**src/rtl/temp_cal_ctrl_pkg.sv**
```systemverilog
// Shared types and constants for the temperature calibration controller.
// Holds the FSM state encoding, EEPROM word addresses and timeout length.
package temp_cal_ctrl_pkg;

    typedef enum logic [2:0] {
        IDLE = 3'd0,
        WRT  = 3'd1,
        A2D  = 3'd2,
        ADD  = 3'd3,
        MUL  = 3'd4
    } state_t;

    localparam logic        ADDR_OFFSET = 1'b0;
    localparam logic        ADDR_GAIN   = 1'b1;
    localparam logic [11:0] UNITY_GAIN  = 12'h800;
    localparam int          A2D_TIMEOUT = 256;
    localparam int          TIMER_W     = 8;

endpackage

```
**src/rtl/temp_cal_ctrl_a2d_timer.sv**
```systemverilog
// Converter watchdog: 8-bit up-counter with synchronous clear and count enable.
// tc is high in the last cycle of the timeout window.
module a2d_timer
    import temp_cal_ctrl_pkg::*;
(
    input  logic clk,
    input  logic rst_n,
    input  logic clr,
    input  logic en,
    output logic tc
);

    logic [TIMER_W-1:0] count;

    always_ff @(posedge clk or negedge rst_n) begin
        if (!rst_n) begin
            count <= '0;
        end else if (clr) begin
            count <= '0;
        end else if (en) begin
            count <= count + 1'b1;
        end
    end

    // Count starts at 0 in the first waiting cycle, so cycle N of the window sees N-1.
    assign tc = (count == TIMER_W'(A2D_TIMEOUT - 1));

endmodule

```
**src/rtl/temp_cal_ctrl.sv**
```systemverilog
// Sequencer for a calibrated temperature conversion: A2D sample, add offset,
// multiply by gain, with EEPROM calibration-word writes and a converter timeout.
// Handshake: strt_cnv/wrt_cal are accepted only in IDLE (busy=0) and are
// dropped otherwise; rdy marks temp valid until the next accepted strt_cnv.
module temp_cal_ctrl
    import temp_cal_ctrl_pkg::*;
(
    input  logic        clk,
    input  logic        rst_n,
    input  logic        strt_cnv,
    input  logic        wrt_cal,
    input  logic        cal_sel,
    input  logic [11:0] cal_data,
    input  logic        a2d_rdy,
    input  logic [11:0] res,
    output logic        strt_a2d,
    output logic        addr,
    output logic        mult,
    output logic        WE,
    output logic        wrtTmp,
    output logic [11:0] wdata,
    output logic [11:0] temp,
    output logic        rdy,
    output logic        busy,
    output logic        err,
    output logic [2:0]  state_dbg
);

    state_t state;
    state_t state_next;

    logic cal_sel_q;
    logic accept_cnv;
    logic accept_wrt;
    logic timer_en;
    logic timer_tc;
    logic timeout;
    logic finish;

    a2d_timer u_a2d_timer (
        .clk   (clk),
        .rst_n (rst_n),
        .clr   (accept_cnv),
        .en    (timer_en),
        .tc    (timer_tc)
    );

    always_ff @(posedge clk or negedge rst_n) begin
        if (!rst_n) begin
            state <= IDLE;
        end else begin
            state <= state_next;
        end
    end

    always_comb begin
        state_next = state;
        addr       = ADDR_OFFSET;
        mult       = 1'b0;
        WE         = 1'b0;
        wrtTmp     = 1'b0;
        accept_cnv = 1'b0;
        accept_wrt = 1'b0;
        timer_en   = 1'b0;
        timeout    = 1'b0;
        finish     = 1'b0;
        case (state)
            IDLE: begin
                // A calibration write wins over a conversion request in the same cycle.
                if (wrt_cal) begin
                    accept_wrt = 1'b1;
                    state_next = WRT;
                end else if (strt_cnv) begin
                    accept_cnv = 1'b1;
                    state_next = A2D;
                end
            end
            WRT: begin
                WE         = 1'b1;
                addr       = cal_sel_q;
                state_next = IDLE;
            end
            A2D: begin
                timer_en = 1'b1;
                if (a2d_rdy) begin
                    state_next = ADD;
                end else if (timer_tc) begin
                    timeout    = 1'b1;
                    state_next = IDLE;
                end
            end
            ADD: begin
                addr       = ADDR_OFFSET;
                wrtTmp     = 1'b1;
                state_next = MUL;
            end
            MUL: begin
                addr       = ADDR_GAIN;
                mult       = 1'b1;
                finish     = 1'b1;
                state_next = IDLE;
            end
            default: begin
                state_next = IDLE;
            end
        endcase
    end

    always_ff @(posedge clk or negedge rst_n) begin
        if (!rst_n) begin
            cal_sel_q <= ADDR_OFFSET;
            wdata     <= '0;
        end else if (accept_wrt) begin
            cal_sel_q <= cal_sel;
            wdata     <= cal_data;
        end
    end

    always_ff @(posedge clk or negedge rst_n) begin
        if (!rst_n) begin
            strt_a2d <= 1'b0;
            temp     <= '0;
            rdy      <= 1'b0;
            err      <= 1'b0;
        end else begin
            strt_a2d <= accept_cnv;
            if (accept_cnv) begin
                rdy <= 1'b0;
                err <= 1'b0;
            end else begin
                if (finish) begin
                    rdy <= 1'b1;
                end
                if (timeout) begin
                    err <= 1'b1;
                end
            end
            if (finish) begin
                temp <= res;
            end
        end
    end

    assign busy      = (state != IDLE);
    assign state_dbg = state;

endmodule

```
**config.mk**
```make
export PLATFORM = sky130hd
export DESIGN_NAME = temp_cal_ctrl
export DESIGN_NICKNAME = d
export VERILOG_FILES = /design/src/rtl/temp_cal_ctrl_pkg.sv /design/src/rtl/temp_cal_ctrl_a2d_timer.sv /design/src/rtl/temp_cal_ctrl.sv
export SDC_FILE = /design/constraint.sdc
export NUM_CORES = 1
export LEC_CHECK = 0
export ABC_AREA = 1
export ABC_CLOCK_PERIOD_IN_PS = 2880
export CORE_MARGIN = 3
export CORE_UTILIZATION = 45
export CTS_BUF_LIST = sky130_fd_sc_hd__clkbuf_2 sky130_fd_sc_hd__clkbuf_4 sky130_fd_sc_hd__clkbuf_8
export CTS_CLUSTER_DIAMETER = 150
export DETAILED_ROUTE_END_ITERATION = 8
export HOLD_SLACK_MARGIN = 0.08
export PLACE_DENSITY = 0.81
export SYNTH_ARGS = -nofsm -noshare
export SYNTH_HDL_FRONTEND = slang
export SYNTH_HIERARCHICAL = 1
export SYNTH_SLANG_ARGS = --single-unit
```
**constraint.sdc**
```tcl
create_clock -name clk -period 2.88 [get_ports clk]
set_input_delay 0.72 -clock clk [delete_from_list [all_inputs] [get_ports clk]]
set_output_delay 0.72 -clock clk [all_outputs]
set_load 0.01 [all_outputs]
```
==> results.md <==
- The via count of the first global-routing pass is 1,492.
- In this run the standard cell core region covers 3520 sq um.
- The worst register-to-register path begins at state_dbg[1].
- STA puts the critical path data arrival time at 1.96 ns.
- The type of element launching the critical path is a flip-flop.
- The floorplan die height is 68.1 um.
- The required time at the endpoint of the critical path is 2.16 ns.
- Averaged over all synthesized cells, the footprint is 8.34 sq um.
- Setup violations remaining at the end of the flow were counted as 0.
- The run finished with clean final reports.
- The worst-case vdd ir drop is 553 uV.
- The largest single stage delay on the critical path is 0.58 ns.
- The synthesized design contains 39 register bits.
- The area growth from synthesis to layout is 43.3%.
- The netlist uses 22 different library cells.
- The slowest cell on the critical path is clkdlybuf4s50_1.
- The repair_antennas step left the layout with diodes totalling 0.
- The final weighted congestion in routability-driven placement is 0.826.
- In the routed design, unresolved DRC markers number 0.
- The detailed-placement wirelength estimate is 3030 um.
- For this run, the detailed router's first-pass iteration total came to 4.
- The number of clock sinks is 39.
- Summed over all cells, the static leakage comes to 1.22 nW.
- In this run the horizontal extent of the chip is 68.1 um.
- Walking the worst path, the cells encountered are nor2_4 > nand2_2 > inv_2 > clkdlybuf4s50_1.
- The post-route antenna net violation count is 0.
- Once the clock tree was built, the setup fixing pass inserted 0 buffers.
- The max-slew headroom at the worst pin is 43.8%.
- After synthesis the cells add up to 1730 sq um.
- The violation count after the first detailed-routing iteration is 47.
- Across the routed clock network, the largest skew measured is 0.00285 ns.
- The via total after detailed routing is 1,538.
- During synthesis, Yosys emitted a total of 6 warnings.
- The number of maximum-capacitance constraint violations is 0.
- The nature of the critical path endpoint is a primary output.
- The post-cts hold buffer count is 0.
- In this run the clock root is driven by a clkbuf_8.
- 65 I/O pins were placed.
- The buffer levels on the longest clock path is 2.
- The pin count of the biggest net entering global routing is 40.
- The finished layout holds 322 standard cells, fillers aside.
- The length in cells of the worst reg-to-reg path is 8.
- The total overflow left after global routing is 0.
- The critical path in this run is classified as flip-flop to primary output.
- Using the TritonRoute via totals, the vias-per-cell ratio works out to 4.78.
- For flop-to-flop paths, the worst setup slack is 1.04 ns.
- Derived from the worst setup path, the maximum achievable clock frequency is 0.373 GHz.
- In this run, placement finished with an instance count of 314.
- The die covers 4630 sq um.
- The final cell utilization of the core is 70.6%.
- The clock tree from TritonCTS is yes.
- The total length of routed wires is 4030 um.
- The worst hold path belongs to the class flip-flop to flip-flop.
- The power density normalized to cell area is 972 nW/um^2.
- Dividing the final minimum period by the clock period gives 93.1%.
- The hold violation count in the final report was 0.
- The final max-slew violation count came to 0.
- The number of nets at the end of the flow is 306.
- The clock tree synthesis step divided the H-tree into 2 levels.
- The clock transition at the registers of the reported paths is 0.07 ns.
- The first global-routing pass estimated 6580 um of wire.
- The multi-input combinational cells in the finished layout cover a total of 641 sq um.
- The sequential cells in the finished layout cover a total of 976 sq um.
- The net count after synthesis is 239.
- For the final routed database, the setup TNS stands at 0 ns.
- The number of buffers created by CTS is 5.
- The number of cells produced by synthesis is 208.
- The number of antenna violations at the first check in global routing was 0.
- The initial utilization of the core area, before any placement, comes to 49.3%.
- Setup repair after global routing left no endpoint under its margin.
- In this run the worst setup path begins at state_dbg[1].
- The number of gates given a new drive strength after cts is 0.
- Following the worst setup path forward leads to its endpoint at mult.
- The sequential cell area fraction in the yosys report is 56.3%.
- The global-route total usage across every layer is 18.9%.
- The total of buffers placed on input and output ports is 64.
- The worst register-to-register path ends at u_a2d_timer/count[6].
- The post-detailed-route wirelength per cell is 12.5 um.
- The peak fanout along the critical path is 14.
- The post-route netlist has 7.25% of its cells at a drive strength greater than 1.
- The clock latency on the worst-skew pair is 0.28 ns.
- The pin slew with the least headroom to its limit is 0.844 ns.
- The layout has 285 filler cells.
- The number of placement rows is 21.
- The worst path in the final design needs a cycle of 2.68 ns, including I/O delays and setup.
-- cells in the mapped netlist --
cell      number  area, sq um
nand2_1       80          300
dfrtp_1       39          976
inv_1         18         67.6
o21ai_0       17         85.1
nor2_1        15         56.3
nand3_1       12         60.1
nor3_1         4         20.0
a21oi_1        3         15.0
inv_2          3         11.3
nor2_4         3         33.8
buf_6          2         22.5
o22ai_1        2         12.5
a21oi_2        1         8.76
and3_1         1         6.26
buf_2          1         5.00
buf_4          1         7.51
clkbuf_1       1         3.75
ha_1           1         12.5
nand2_2        1         6.26
nand2_4        1         11.3
nand4_1        1         6.26
nor2_2         1         6.26
-- routing by layer --
metal	global-route usage (%)	routed length, um	vias to the layer above
met3	6.57	351	2
met4	6.70	21	0
met2	30.6	1880	56
met5	0	0	-
met1	23.3	1770	699
li1	-	-	781
-- critical path, delay by kind of cell (launching register included) --
family                 cells  cell delay, ns
buffers and inverters      2            0.83
AND/OR/NAND/NOR            2            0.40
flip-flops                 1            0.45
-- worst min-delay path by stage --
stage	from	end	slack [ns]	cells past startpoint
after floorplan	rst_n	cal_sel_q	0.42	0
after global placement	temp[5]	temp[5]	0.46	2
after detailed placement	temp[7]	temp[7]	0.47	2
after CTS	temp[4]	temp[4]	0.49	2
after global routing	temp[9]	temp[9]	0.50	2
final	temp[6]	temp[6]	0.48	2
-- final cells by class --
| type | instances | share of cell area (%) |
|---|---|---|
| timing repair buffer | 65 | 25.9 |
| tap | 46 | 2.32 |
| clock inverter | 1 | 0.201 |
| multi-input combinational | 143 | 25.8 |
| sequential | 39 | 39.3 |
| clock buffer | 7 | 3.37 |
| inverter | 21 | 3.17 |
-- logic make-up (layout without fill, tap and decap cells) --
family	Yosys count	after routing	share of synthesized area, %
AO/OA/AOI/OAI	23	23	7.00
adder cells (fa/ha/maj)	1	1	0.721
buffers and inverters	26	94	6.78
flip-flops	39	39	56.3
AND/OR/NAND/NOR	119	119	29.2
-- layout by cell type, fill, tap and decap left out --
master / Yosys / routed
o22ai_1: 2 / 2
o21ai_0: 17 / 17
nand3_1: 12 / 12
nor2_1: 15 / 15
clkdlybuf4s50_1: 0 / 63
nor3_1: 4 / 4
clkbuf_4: 0 / 2
a21oi_2: 1 / 1
nand2_4: 1 / 1
and3_1: 1 / 1
nand2_2: 1 / 1
inv_2: 3 / 3
buf_4: 1 / 1
nor2_4: 3 / 3
dfrtp_1: 39 / 39
a21oi_1: 3 / 3
clkbuf_8: 0 / 5
nor2_2: 1 / 1
inv_1: 18 / 18
buf_2: 1 / 1
nand4_1: 1 / 1
nand2_1: 80 / 80
clkinv_2: 0 / 1
ha_1: 1 / 1
-- per-stage QoR --
step                      worst slack [ns]  instance area, sq um  power, mW  hold WS (ns)
after detailed placement             0.513                  2400       2.07         0.468
final                                0.199                  2480       2.42         0.482
after CTS                            0.187                  2480       2.45         0.487
after floorplan                       1.04                  1730       1.49         0.424
after global placement               0.529                  2400       2.05         0.462
after global routing                0.0780                  2480       2.60         0.498
-- report_power, final --
part	leakage (nW)	internal, mW	switching (mW)
clock network	0.0491	0.189	0.174
registers	0.488	0.779	0.145
logic	0.684	0.564	0.565
-- flip-flops by register name, summed over array words and instances, names as in the netlist --
signal and flops:
wdata 12, err 1, temp 12, rdy 1, cal_sel_q 1, u_a2d_timer/count 8
state_dbg 3, strt_a2d 1
Note: power is estimated with default switching activity, not from simulation.
